[src/rtl/aes_dec_round_ctrl.sv]
// Sequencer for the AES-128 inverse cipher: starts key expansion, then steps one
// ciphertext block at a time through round-key indices 0..10 with datapath strobes.
module aes_dec_round_ctrl #(
    parameter int unsigned KEYEXP_CYCLES = 12,
    parameter int unsigned KEY_LAT       = 1
) (
    input  logic       clk,
    input  logic       rst,
    input  logic       key_valid,
    output logic       key_accept,
    output logic       key_load,
    output logic       key_ready,
    input  logic       in_valid,
    output logic       in_ready,
    output logic [3:0] round_idx,
    output logic       state_en,
    output logic       sel_input,
    output logic       sel_last,
    output logic       out_valid,
    input  logic       out_ready,
    output logic       busy
);

    localparam int unsigned CNT_W   = $clog2(KEYEXP_CYCLES + 1);
    localparam int unsigned WCNT_W  = $clog2(KEY_LAT + 1);
    localparam int unsigned IDX_W   = 4;
    localparam int unsigned LAST_RD = 10;

    typedef enum logic [2:0] {
        S_IDLE   = 3'd0,
        S_KEYEXP = 3'd1,
        S_READY  = 3'd2,
        S_RWAIT  = 3'd3,
        S_REXEC  = 3'd4,
        S_DONE   = 3'd5
    } state_t;

    state_t             state_q, state_d;
    logic [CNT_W-1:0]   cnt_q, cnt_d;
    logic [WCNT_W-1:0]  wcnt_q, wcnt_d;
    logic [IDX_W-1:0]   round_idx_q, round_idx_d;
    logic               key_load_q, key_load_d;
    logic               key_ready_q, key_ready_d;
    logic               key_accept_q, key_accept_d;
    logic               state_en_q, state_en_d;
    logic               sel_input_q, sel_input_d;
    logic               sel_last_q, sel_last_d;
    logic               out_valid_q, out_valid_d;
    logic               busy_q, busy_d;
    logic               key_fire;
    logic               in_fire;

    // A key change in READY takes priority over a block offered in the same cycle.
    assign in_ready = (state_q == S_READY) & ~key_valid;
    assign key_fire = key_valid & key_accept_q;
    assign in_fire  = in_valid & in_ready;

    always_comb begin
        state_d     = state_q;
        cnt_d       = cnt_q;
        wcnt_d      = wcnt_q;
        round_idx_d = round_idx_q;
        key_ready_d = key_ready_q;
        key_load_d  = 1'b0;

        unique case (state_q)
            S_IDLE: begin
                if (key_fire) begin
                    key_load_d = 1'b1;
                    cnt_d      = '0;
                    state_d    = S_KEYEXP;
                end
            end
            S_KEYEXP: begin
                if (cnt_q == CNT_W'(KEYEXP_CYCLES - 1)) begin
                    cnt_d       = '0;
                    key_ready_d = 1'b1;
                    state_d     = S_READY;
                end else begin
                    cnt_d = cnt_q + CNT_W'(1);
                end
            end
            S_READY: begin
                if (key_fire) begin
                    key_ready_d = 1'b0;
                    key_load_d  = 1'b1;
                    cnt_d       = '0;
                    state_d     = S_KEYEXP;
                end else if (in_fire) begin
                    round_idx_d = '0;
                    wcnt_d      = '0;
                    state_d     = S_RWAIT;
                end
            end
            S_RWAIT: begin
                // Give the key store KEY_LAT cycles to settle on the new index.
                if (wcnt_q == WCNT_W'(KEY_LAT - 1)) begin
                    wcnt_d  = '0;
                    state_d = S_REXEC;
                end else begin
                    wcnt_d = wcnt_q + WCNT_W'(1);
                end
            end
            S_REXEC: begin
                if (round_idx_q == IDX_W'(LAST_RD)) begin
                    state_d = S_DONE;
                end else begin
                    round_idx_d = round_idx_q + IDX_W'(1);
                    wcnt_d      = '0;
                    state_d     = S_RWAIT;
                end
            end
            S_DONE: begin
                if (out_ready) begin
                    round_idx_d = '0;
                    state_d     = S_READY;
                end
            end
            default: begin
                state_d = S_IDLE;
            end
        endcase

        // Registered outputs are decoded from the next state so they align with state_q.
        key_accept_d = (state_d == S_IDLE) || (state_d == S_READY);
        busy_d       = ~key_accept_d;
        state_en_d   = (state_d == S_REXEC);
        sel_input_d  = state_en_d && (round_idx_d == IDX_W'(0));
        sel_last_d   = state_en_d && (round_idx_d == IDX_W'(LAST_RD));
        out_valid_d  = (state_d == S_DONE);
    end

    always_ff @(posedge clk or posedge rst) begin
        if (rst) begin
            state_q      <= S_IDLE;
            cnt_q        <= '0;
            wcnt_q       <= '0;
            round_idx_q  <= '0;
            key_load_q   <= 1'b0;
            key_ready_q  <= 1'b0;
            key_accept_q <= 1'b0;
            state_en_q   <= 1'b0;
            sel_input_q  <= 1'b0;
            sel_last_q   <= 1'b0;
            out_valid_q  <= 1'b0;
            busy_q       <= 1'b0;
        end else begin
            state_q      <= state_d;
            cnt_q        <= cnt_d;
            wcnt_q       <= wcnt_d;
            round_idx_q  <= round_idx_d;
            key_load_q   <= key_load_d;
            key_ready_q  <= key_ready_d;
            key_accept_q <= key_accept_d;
            state_en_q   <= state_en_d;
            sel_input_q  <= sel_input_d;
            sel_last_q   <= sel_last_d;
            out_valid_q  <= out_valid_d;
            busy_q       <= busy_d;
        end
    end

    assign key_accept = key_accept_q;
    assign key_load   = key_load_q;
    assign key_ready  = key_ready_q;
    assign round_idx  = round_idx_q;
    assign state_en   = state_en_q;
    assign sel_input  = sel_input_q;
    assign sel_last   = sel_last_q;
    assign out_valid  = out_valid_q;
    assign busy       = busy_q;

endmodule

[config.mk]
export PLATFORM = sky130hd
export DESIGN_NAME = aes_dec_round_ctrl
export DESIGN_NICKNAME = d
export VERILOG_FILES = /design/src/rtl/aes_dec_round_ctrl.sv
export SDC_FILE = /design/constraint.sdc
export NUM_CORES = 1
export LEC_CHECK = 0
export CAP_MARGIN = 20
export CORE_ASPECT_RATIO = 1.1
export CORE_UTILIZATION = 51
export DETAILED_ROUTE_END_ITERATION = 8
export GPL_TIMING_DRIVEN = 0
export PLACE_DENSITY = 0.78
export SYNTH_ARGS = -nofsm -noshare
export SYNTH_HDL_FRONTEND = slang
export SYNTH_SLANG_ARGS = --single-unit
[constraint.sdc]
create_clock -name clk -period 3.1 [get_ports clk]
set_input_delay 0.465 -clock clk [delete_from_list [all_inputs] [get_ports clk]]
set_output_delay 0.465 -clock clk [all_outputs]
set_load 0.005 [all_outputs]
# Word-level counts from Yosys, hierarchy flattened

Index checks and enable logic that the tools add are counted.

Multipliers: 0
Shift operators: 0
Add/subtract/negate cells: 3
Divide/modulo/power cells: 0
Bitwise operators: 5
Eq/ne operators: 17
Reductions and logical operators: 13
Magnitude comparators: 0
Mux-type cells: 26

Operators by type and width:

| kind                | count |
|---|---|
| $mux 4              | 6 |
| $mux 3              | 7 |
| $pmux 3 s6          | 1 |
| $eq 3x3->1 const B  | 4 |
| $eq 4x4->1 const B  | 3 |
| $pmux 4 s3          | 1 |
| $ne 2x2->1 const B  | 5 |
| $eq 3x2->1 const B  | 3 |
| $add 4x1->4 const B | 2 |
| $mux 1              | 8 |
| $pmux 4 s2          | 1 |
| $logic_not 3->1     | 2 |
| $logic_not 4->1     | 1 |
| $reduce_and 4->1    | 1 |
| $reduce_bool 2->1   | 2 |
| $and 1x1->1         | 3 |
| $eq 3x1->1 const B  | 1 |
| $pmux 1 s3          | 1 |
| $reduce_and 3->1    | 1 |
| $reduce_bool 3->1   | 1 |
| $logic_and 1x1->1   | 2 |
| $ne 2x1->1 const B  | 1 |
| $not 1->1           | 2 |
| $pmux 1 s2          | 1 |
| other kinds (4)     | 4 |

Logic and storage cells: 76
Memories: 0
Bits in latches: 0
Register bits: 20
RAM bits: 0
Output and inout bits: 13
Input port bits: 5
Memory bits (read-only): 0

# Depth between registers and ports, before layout

Gate-level depths: netlist (run 1).

Depth after elaboration: 9
Mapped depth: 6
Gate-level depth less buffers: 6

# Worst setup path before layout (run 1)

Ideal clock, no wire load.

Path kind: register to register
From: reg state_q[1]
To: reg sel_last_q (netlist: sel_last)
Required time: 2.963 ns
Buffers on the path: 1
Setup time: 0.137 ns
Path slack: 1.583 ns
Period minus slack after synthesis: 1.517 ns
Stages on the path, launching flop included: 6
Arrival time: 1.380 ns
Cell sequence: dfrtp_1 buf_6 or3b_1 or3_1 nand4b_1 nor4bb_2

Cells in the longest elaborated chain, start to end: 8
Elaborated cells between the ends (all ways): 21
Classes of those cells: eq/ne (7); mux (10); bitwise (2); reduce/logical (2)

Ends and longest elaborated chain:

| item                                     | line     | text |
|---|---|---|
| start, declared                          | 38       | `state_t state_q, state_d;` |
| start signal, assigned                   | 148      | `state_q <= state_d;` |
| $eq 3x2->1                               | 54, 66   |  |
| $and 1x1->1                              | 54       | `assign in_ready = (state_q == S_READY) & ~key_valid;` |
| $and 1x1->1                              | 56       | `assign in_fire = in_valid & in_ready;` |
| $mux 3 or $mux 4 (tied branches)         | 89       | `end else if (in_fire) begin` |
| $mux 3 or $mux 4 (tied branches)         | 84       | `if (key_fire) begin` |
| $pmux 3 s6 or $pmux 4 s3 (tied branches) | 66       | `unique case (state_q)` |
| $eq 3x3->1 or $eq 4x4->1 (tied branches) | 127, 129 |  |
| $logic_and 1x1->1 *                      | 129      | `sel_last_d = state_en_d && (round_idx_d == IDX_W'(LAST_RD));` |
| via sel_last_d                           | 47       | `logic sel_last_q, sel_last_d;` |
| end signal, assigned                     | 157      | `sel_last_q <= sel_last_d;` |
| end, declared                            | 47       |  |

The timed path passes the listed nets; every way through them passes the cells marked *.
A chain may end at the register's enable or synchronous reset.

# Worst setup path in the final report (run 1)

From: in key_valid
To: out in_ready

Cells in the longest elaborated chain, start to end: 2

Ends and longest elaborated chain:

| item            | line | text |
|---|---|---|
| start, declared | 9    | `input logic key_valid,` |
| $not 1->1       | 54   |  |
| $and 1x1->1     | 54   |  |
| end, declared   | 14   | `output logic in_ready,` |

No other way between the ends.

==> reports/summary.txt, run 1 <==
Routed wire per std cell: 13.4 µm
Max_cap viols: 0
Crit-path leading delay family: buffers and inverters
Peak supply drop: 0.620 mV
IO buf count: 17
HP Start: key_ready
Worst Path Max Fanout: 5
CTS Buf Count: 3
Max clock buf depth: 2
Most common cell on crit path: clkdlybuf4s50_1
Antenna viol nets, final: 0
Yosys top cell area share: 47.6%
Final core occ: 67.6%
Routed wire length: 1810 µm
Critical setup path kind: input port to output port
Worst-path clk slew: 0.10 ns
Most frequent cells in the layout: 19 x dfrtp_1, 17 x clkdlybuf4s50_1, 10 x nand2_1, 8 x o21ai_0
Synthesized cell area: 998 µm²
Final net count: 126
Clock power share: 11.6%
RSZ-0062 raised after global routing: false
Cell count of the worst hold path: 2
Gr ovfl total: 0
Post-CTS Hold Buffers: 0
P_sw: 0.417 mW
Worst Hold Class: flip-flop to flip-flop
Worst slew margin: 54.1%
Crit end category: output port
Worst-Skew Late Latency: 0.30 ns
Layout overhead on the synthesized area: 21.9%
TritonCTS clock tree: done
Vias: 805
Number of global-route vias before repair: 713
CP cell instances: clkdlybuf4s50_1 > nor4b_4 > clkdlybuf4s50_1
Worst r2r src: round_idx[0]
Max-slew violation count: 0
WP buf/inv: 2
Period utilisation layout: 76.4%
Pleak: 0.529 nW
Routability cong.: 0.865
Worst EP required: 2.63 ns
Synth Instances: 96
Largest net degree at the start of global routing: 20
DR DRC count: 0
Die ar.: 2140 µm²
Slew of the pin with the lowest slew margin: 0.688 ns
Clock skew: 0.00866 ns
CP Launch Type: input port
Commonest non-fill, non-tap cell in the layout: dfrtp_1
R2R cell count: 6
Endpoints failing hold: 0
Logic gate share of total power: 50.0%
# diodes: 0
Post-synthesis average cell area: 10.4 µm²
Post-synthesis sequential area ratio: 47.6%
Initial antenna violation count: 0
Slowest cell delay on critical path: 0.57 ns
Critical path's slowest cell: clkdlybuf4s50_1
Hold EP: key_ready
Core area: 1800 µm²
Post-cts sizing count: 0
Internal: 0.654 mW
Setup total negative slack: 0 ns
Ratio of cells with drive above 1 in the final layout: 10.3%
Hpwl dp: 1360 µm
Clock tree sinks: 19
CTS root buffer: clkbuf_4
H-tree depth: 1
Status: complete, no violations
Fin crit period: 2.37 ns
First-pass GRT wire length: 3090 µm
Final Setup Violations: 0
Initial core utilization: 55.4%
GRT Resource Usage Total: 18.9%
Pwr Density: 880 nW/µm²
Sw Share: 38.9%
DRT iter0 DRCs: 33
Post-Syn Nets: 104
Critical path arrival: 1.90 ns
Yosys cell types: 36
Reg2reg end: busy
Synth Register Bits: 19
Io pins: 18
Synth area leaders: dfrtp_1 48%, o21ai_0 4.0%, ha_1 3.8%
Reg power frac: 38.4%
Setup Buffers After CTS: 0
Die W: 44.2 µm
Chip height: 48.4 µm
1st-pass router iterations: 8
Synth warn: 0
R2R setup slack: 1.42 ns
FMAX: 0.422 GHz
Yosys top cell by area: dfrtp_1
Vias per cell: 5.96
Row count: 16
-- power by group through the flow --
| stage | combinational, mW | clock (mW) | sequential, mW |
|---|---|---|---|
| final | 0.535 | 0.125 | 0.411 |
| after floorplan | 0.366 | 0 | 0.406 |
| after global placement | 0.521 | 0 | 0.413 |
| after CTS | 0.536 | 0.126 | 0.411 |
| after global routing | 0.602 | 0.135 | 0.422 |
| after detailed placement | 0.533 | 0 | 0.416 |
-- cell type report --
| type | instances | area (µm²) |
|---|---|---|
| Buffer | 3 | 21.3 |
| Clock buffer | 4 | 26.3 |
| Fill cell | 153 | 584 |
| Inverter | 5 | 18.8 |
| Multi-Input combinational cell | 69 | 483 |
| Sequential cell | 19 | 475 |
| Tap cell | 18 | 22.5 |
| Timing Repair Buffer | 17 | 170 |
-- cell families (layout without fill, tap and decap cells) --
kind of cell,after synthesis,in the layout,synth area share [%]
AND/OR/NAND/NOR,42,42,28.7
AO/OA/AOI/OAI,22,22,14.2
flip-flops,19,19,47.6
buffers and inverters,8,29,4.01
adder cells (fa/ha/maj),3,3,3.76
XOR/XNOR,2,2,1.75
-- worst reg2reg max path, delay by kind of cell (launching register included) --
| family | cells | cell delay (ns) |
|---|---|---|
| and+or+nand+nor | 2 | 0.42 |
| AOI/OAI and AO/OA | 2 | 0.36 |
| adders and majority gates | 1 | 0.22 |
| buffers and inverters | 1 | 0.09 |
| DFF | 1 | 0.48 |
-- how the worst max path moves through the flow --
stage                     from        to  slack, ns  depth (start not counted)
finish               key_valid  in_ready       0.73                          3
CTS                  key_valid  in_ready       0.75                          3
detailed placement   key_valid  in_ready       0.75                          3
floorplan           state_q[1]  sel_last       1.58                          5
global route         key_valid  in_ready       0.65                          3
global placement     key_valid  in_ready       0.75                          3
-- cells in the mapped netlist --
master      n
inv_1       5
or3b_1      2
a21o_1      1
buf_2       2
dfrtp_1    19
nand3b_1    5
or3_1       1
a211o_1     1
buf_6       1
nand2b_1    1
a221oi_1    1
or2_2       1
and2b_4     1
and3_1      1
nand3_1     4
o21bai_1    1
nor4bb_2    1
nor3b_1     1
nor4_2      1
nor4b_4     1
o211ai_1    1
nor2_1      2
and2_1      2
nand4b_1    2
nor3_1      2
a22oi_1     2
a21oi_1     4
nor2b_1     1
nor3b_2     1
o21ai_0     8
nand4_1     2
o2bb2ai_1   1
xnor2_1     2
ha_1        3
a22o_1      2
nand2_1    10
-- metrics by stage --
stage | area, µm² | instances | setup slack (ns) | hold slack, ns | total power [mW]
floorplan | 998 | 96 | 1.58 | 0.416 | 0.772
global placement | 1190 | 131 | 0.749 | 0.513 | 0.934
detailed placement | 1190 | 131 | 0.752 | 0.511 | 0.949
CTS | 1220 | 135 | 0.750 | 0.538 | 1.07
global route | 1220 | 135 | 0.646 | 0.550 | 1.16
finish | 1220 | 135 | 0.731 | 0.526 | 1.07
-- metal layers --
metal / global-route usage, % / vias up / part of all wire (%)
li1: - / 393 / -
met1: 27.8 / 384 / 49
met2: 28.7 / 23 / 46
met3: 2.61 / 5 / 3.5
met4: 6.06 / 0 / 1.7
met5: 0 / - / 0
No activity file was read; power rests on OpenSTA's default activity.
==> run 2: changes to the inputs <==
--- a/config.mk
+++ b/config.mk
@@ -7,10 +7,10 @@
 export LEC_CHECK = 0
 export CAP_MARGIN = 20
 export CORE_ASPECT_RATIO = 1.1
-export CORE_UTILIZATION = 51
+export CORE_UTILIZATION = 45
 export DETAILED_ROUTE_END_ITERATION = 8
 export GPL_TIMING_DRIVEN = 0
-export PLACE_DENSITY = 0.78
+export PLACE_DENSITY = 0.73
 export SYNTH_ARGS = -nofsm -noshare
 export SYNTH_HDL_FRONTEND = slang
 export SYNTH_SLANG_ARGS = --single-unit
==> constraint.sdc (replaced) <==
create_clock -name clk -period 2.1 [get_ports clk]
set_input_delay 0.315 -clock clk [delete_from_list [all_inputs] [get_ports clk]]
set_output_delay 0.315 -clock clk [all_outputs]
set_load 0.005 [all_outputs]
==> run 2 against run 1 <==
Effect of this change: first-iteration DRC count shrank 39%; design area grew 2.5%; global-route usage grew 0.47 points.
==> reports/summary.txt, run 2 (synthesis gave the netlist of run 1 again) <==
Max_cap viols: 0 (unchanged)
Gr ovfl total: 0 (unchanged)
Core area: 2040 µm² (+13%)
Setup total negative slack: 0 ns (unchanged)
First-pass GRT wire length: 3210 µm (+3.8%)
Endpoints failing hold: 0 (unchanged)
DRT iter0 DRCs: 20 (-39%)
Die ar.: 2410 µm² (+13%)
Largest net degree at the start of global routing: 20 (unchanged)
Worst r2r src: round_idx[0]
Final core occ: 61.1% (-6.5 points)
Vias per cell: 5.47 (-8.3%)
CTS Buf Count: 3 (unchanged)
Worst slew margin: 55.0% (+0.97 points)
GR peak layer: met2
Max-slew violation count: 0 (unchanged)
# diodes: 0 (unchanged)
Period utilisation layout: 83.4%
Max clock buf depth: 2 (unchanged)
Worst EP required: 2.32 ns (-0.31 ns)
FMAX: 0.571 GHz
Crit end category: flip-flop
Worst-path clk slew: 0.10 ns (about the same)
Commonest non-fill, non-tap cell in the layout: dfrtp_1
IO buf count: 17 (unchanged)
Initial core utilization: 48.9% (-6.5 points)
Ratio of cells with drive above 1 in the final layout: 11.8% (+1.5 points)
Routed wire per std cell: 13.0 µm (-3.5%)
Worst Hold Class: input port to asynchronous set/reset pin
CTS root buffer: clkbuf_4
Final Setup Violations: 0 (unchanged)
Slew of the pin with the lowest slew margin: 0.674 ns (-0.0146 ns)
CP Launch Type: input port
Row count: 17 (+1)
Vias: 804 (-0.12%)
Met3 usage in global routing: 3.89% (+1.3 points)
Reg2reg end: busy
Critical path arrival: 1.97 ns (+0.07 ns)
Pleak: 0.558 nW (+5.6%)
Clock tree sinks: 19 (unchanged)
DR DRC count: 0 (unchanged)
Met1 Use GR: 26.2% (-1.6 points)
Worst-Skew Late Latency: 0.30 ns (about the same)
Hpwl dp: 1440 µm (+5.8%)
Peak supply drop: 0.788 mV (+27%)
GR Util met2: 28.0% (-0.67 points)
R2R cell count: 6 (unchanged)
Fin crit period: 1.75 ns
Layout overhead on the synthesized area: 24.9%
Pwr Density: 1280 nW/µm² (+45%)
Critical setup path kind: input port to flip-flop
Post-CTS Hold Buffers: 0 (unchanged)
Routability cong.: 0.873 (+0.96%)
Die W: 46.9 µm (+6.2%)
Worst Path Max Fanout: 4 (-1)
Clock skew: 0.000379 ns (-0.00828 ns)
RSZ-0062 raised after global routing: false
TritonCTS clock tree: done
Initial antenna violation count: 0 (unchanged)
Final net count: 128 (+1.6%)
1st-pass router iterations: 4 (-4)
R2R setup slack: 0.40 ns (-1.02 ns)
Chip height: 51.4 µm (+6.2%)
H-tree depth: 1 (unchanged)
GRT Resource Usage Total: 19.4% (+0.47 points)
Most frequent cells in the layout: 19 x dfrtp_1, 16 x clkdlybuf4s50_1, 10 x nand2_1, 8 x o21ai_0
Antenna viol nets, final: 0 (unchanged)
Number of global-route vias before repair: 742 (+4.1%)
Routed wire length: 1910 µm (+5.1%)
Io pins: 18 (unchanged)
Status: complete, no violations
[run 2: how the worst max path moves through the flow]
stage / start / to / slack (ns) / cells past startpoint
global route: key_valid / sel_input / 0.24 / 6
detailed placement: key_valid / in_ready / 0.04 / 3
global placement: key_valid / in_ready / 0.04 / 3
floorplan: state_q[1] / sel_last / 0.58 / 5
finish: key_valid / sel_input / 0.35 / 6
CTS: key_valid / in_ready / 0.04 / 3
[run 2: final cells by class]
cell class | instances | area (µm²)
Inverter | 5 | 18.8
Multi-Input combinational cell | 69 | 483
Sequential cell | 19 | 475
Buffer | 3 | 21.3
Tap cell | 28 | 35.0
Fill cell | 191 | 795
Clock buffer | 4 | 26.3
Timing Repair Buffer | 19 | 188
[run 2: worst max-delay path, stage by stage]
cell and delay, ns:
clkdlybuf4s50_1 0.50, nor4b_4 0.37, buf_4 0.17, a22oi_1 0.09
a22o_1 0.24, nor4_2 0.27
[run 2: layer usage]
metal,routed length [µm],part of all wire (%)
met1,876,46
met2,898,47
met3,94,4.9
met4,36,1.9
met5,0,0
[run 2: through the flow]
| step | std cells | area, µm² | hold slack (ns) | setup WS [ns] | power, mW |
|---|---|---|---|---|---|
| after global routing | 147 | 1250 | 0.474 | 0.238 | 1.75 |
| after detailed placement | 141 | 1200 | 0.516 | 0.0394 | 1.41 |
| after global placement | 141 | 1200 | 0.512 | 0.0394 | 1.38 |
| after floorplan | 96 | 998 | 0.266 | 0.583 | 1.14 |
| final | 147 | 1250 | 0.406 | 0.348 | 1.59 |
| after CTS | 145 | 1230 | 0.433 | 0.0441 | 1.60 |
[run 2: repair_timing]
| action | CTS | global route |
|---|---|---|
| endpoints found under the setup margin | 0 | 1 |
| buffers inserted | 0 | 2 |
| gates resized for setup | 0 | 1 |
[run 2: report_power, final]
part           internal (mW)  switching, mW  leakage (nW)
sequential             0.491          0.119         0.242
combinational          0.403          0.397         0.301
clock                 0.0742          0.111        0.0150
total                  0.968          0.626         0.558
==> run 3: changes to the inputs <==
==> constraint.sdc (replaced) <==
create_clock -name clk -period 1.55 [get_ports clk]
set_input_delay 0.2325 -clock clk [delete_from_list [all_inputs] [get_ports clk]]
set_output_delay 0.2325 -clock clk [all_outputs]
set_load 0.005 [all_outputs]
==> run 3 against run 2 <==
Effect of this change: count of clock-buffer cells in the layout is the same; largest cell class unchanged; clock power grew 36%; sequential power grew 35%; non-clock buffer count grew 2; critical endpoint is now cnt_q[3]; total power grew 45%; design area grew 4.0%; die area is the same; flip-flop and latch count is the same; worst setup slack lost 0.44 ns; first-iteration DRC count grew 5.0%; the run now ends with setup timing left.
==> reports/summary.txt, run 3 (synthesis gave the netlist of run 1 again) <==
Status: finished, violations left
Violated checks: setup timing
Initial core utilization: 48.9% (unchanged)
Routability cong.: 0.873 (unchanged)
Initial antenna violation count: 0 (unchanged)
Critical setup path kind: flip-flop to flip-flop
IO buf count: 17 (unchanged)
Final core occ: 63.5% (+2.5 points)
R2R cell count: 6 (unchanged)
Worst EP required: 1.76 ns (-0.56 ns)
Critical path arrival: 1.85 ns (-0.12 ns)
Setup total negative slack: -0.249 ns (-0.249 ns)
Total power draw: 2.31 mW (+45%)
Routed wire per std cell: 13.9 µm (+7.1%)
WP buf/inv: 2 (unchanged)
Layout overhead on the synthesized area: 29.9%
Slowest cell delay on critical path: 0.42 ns (-0.08 ns)
Fin crit period: 1.65 ns
Final Setup Violations: 4 (+4)
Die ar.: 2410 µm² (unchanged)
Met3 usage in global routing: 3.89% (unchanged)
Met1 Use GR: 26.9% (+0.68 points)
Final net count: 130 (+1.6%)
# diodes: 0 (unchanged)
Worst r2r src: state_q[0]
Crit end category: flip-flop
Post-CTS Hold Buffers: 0 (unchanged)
Final-layout fill cell count: 177 (-7.3%)
Place WS: -0.346 ns (-0.385 ns)
Crit-path leading delay family: compound AO/OA/AOI/OAI gates
Max-slew violation count: 0 (unchanged)
Io pins: 18 (unchanged)
Clock skew: 0.00322 ns (+0.00284 ns)
Pleak: 0.574 nW (+2.7%)
Vias: 836 (+4.0%)
Core area: 2040 µm² (unchanged)
CP Launch Type: flip-flop
H-tree depth: 1 (unchanged)
DRT iter0 DRCs: 21 (+5.0%)
Vias per cell: 5.61 (+2.6%)
Die W: 46.9 µm (unchanged)
CTS Buf Count: 3 (unchanged)
Row count: 17 (unchanged)
First-pass GRT wire length: 3370 µm (+5.2%)
1st-pass router iterations: 4 (unchanged)
Worst slew margin: 54.8% (-0.19 points)
Worst Hold Class: input port to asynchronous set/reset pin
Most frequent cells in the layout: 18 x dfrtp_1, 15 x clkdlybuf4s50_1, 10 x nand2_1, 8 x o21ai_0, 5 x nand3b_1
Worst hold slack: 0.320 ns (-0.0863 ns)
Critical path startpoint: state_q[0]
Max clock buf depth: 2 (unchanged)
Hpwl dp: 1440 µm (unchanged)
Max_cap viols: 0 (unchanged)
Cell depth of the worst setup path: 6 (unchanged)
CP cell instances: buf_6 > buf_2 > nor3b_2 > a21oi_1 > o21bai_1 > a22o_1
Peak supply drop: 1.04 mV (+32%)
Number of global-route vias before repair: 768 (+3.5%)
Reg2reg end: cnt_q[3]
Ratio of cells with drive above 1 in the final layout: 19.8% (+8.1 points)
R2R setup slack: -0.1 ns (-0.50 ns)
Slew of the pin with the lowest slew margin: 0.677 ns (+0.00283 ns)
DR DRC count: 0 (unchanged)
CP endpoint: cnt_q[3]
Chip height: 51.4 µm (unchanged)
Worst-path clk slew: 0.10 ns (about the same)
GR peak layer: met2
Antenna viol nets, final: 0 (unchanged)
Gr ovfl total: 0 (unchanged)
Routed wire length: 2070 µm (+8.6%)
Largest net degree at the start of global routing: 20 (unchanged)
CTS root buffer: clkbuf_4
FMAX: 0.607 GHz
GR Util met2: 30.6% (+2.5 points)
Worst Path Max Fanout: 10 (+6)
Commonest non-fill, non-tap cell in the layout: dfrtp_1
Critical path's slowest cell: dfrtp_1
Period utilisation layout: 106%
TritonCTS clock tree: done
RSZ-0062 raised after global routing: true
Clock tree sinks: 19 (unchanged)
GRT Resource Usage Total: 20.4% (+1.0 points)
Worst-Skew Late Latency: 0.31 ns (about the same)
Pwr Density: 1780 nW/µm² (+39%)
Final setup margin: -0.0964 ns (-0.445 ns)
Endpoints failing hold: 0 (unchanged)
-- run 3: per-stage QoR --
stage / cells / area, µm²
final: 149 / 1300
after global routing: 149 / 1300
after CTS: 148 / 1280
after detailed placement: 141 / 1200
after global placement: 141 / 1200
after floorplan: 96 / 998
-- run 3: layer usage --
layer / up-vias / routed length, µm
li1: 398 / -
met1: 392 / 910
met2: 43 / 974
met3: 3 / 149
met4: 0 / 35
met5: - / 0
-- run 3: layout make-up --
cell class	count	area, µm²	area share (%)
multi-input combinational	69	514	39.6
sequential	19	477	36.7
timing repair buffer	21	205	15.8
tap	28	35.0	2.70
clock buffer	4	26.3	2.03
buffer	3	21.3	1.64
inverter	5	18.8	1.45
-- run 3: worst register-to-register path: cells and delay by family (launching register included) --
family | cells | cell delay (ns)
AO/OA/AOI/OAI | 3 | 0.50
AND/OR/NAND/NOR | 1 | 0.32
buffers and inverters | 2 | 0.32
flip-flops | 1 | 0.42
-- run 3: worst min-delay path by stage --
stage,depth (start not counted),endpoint
final,2,key_ready
after global routing,2,key_ready
after CTS,2,out_valid
after detailed placement,2,key_ready
after global placement,2,key_ready
after floorplan,1,busy
-- run 3: repair_timing --
item	in CTS	in global routing
setup endpoints to repair	7	10
resized for setup	8	4
buffers inserted	3	1
pin swaps	4	4
-- run 3: power by group --
group          total (mW)  internal, mW  switching, mW  leakage, nW
clock               0.252         0.101          0.151       0.0150
combinational        1.24         0.627          0.611        0.318
sequential          0.823         0.668          0.155        0.241
total                2.31          1.40          0.918        0.574
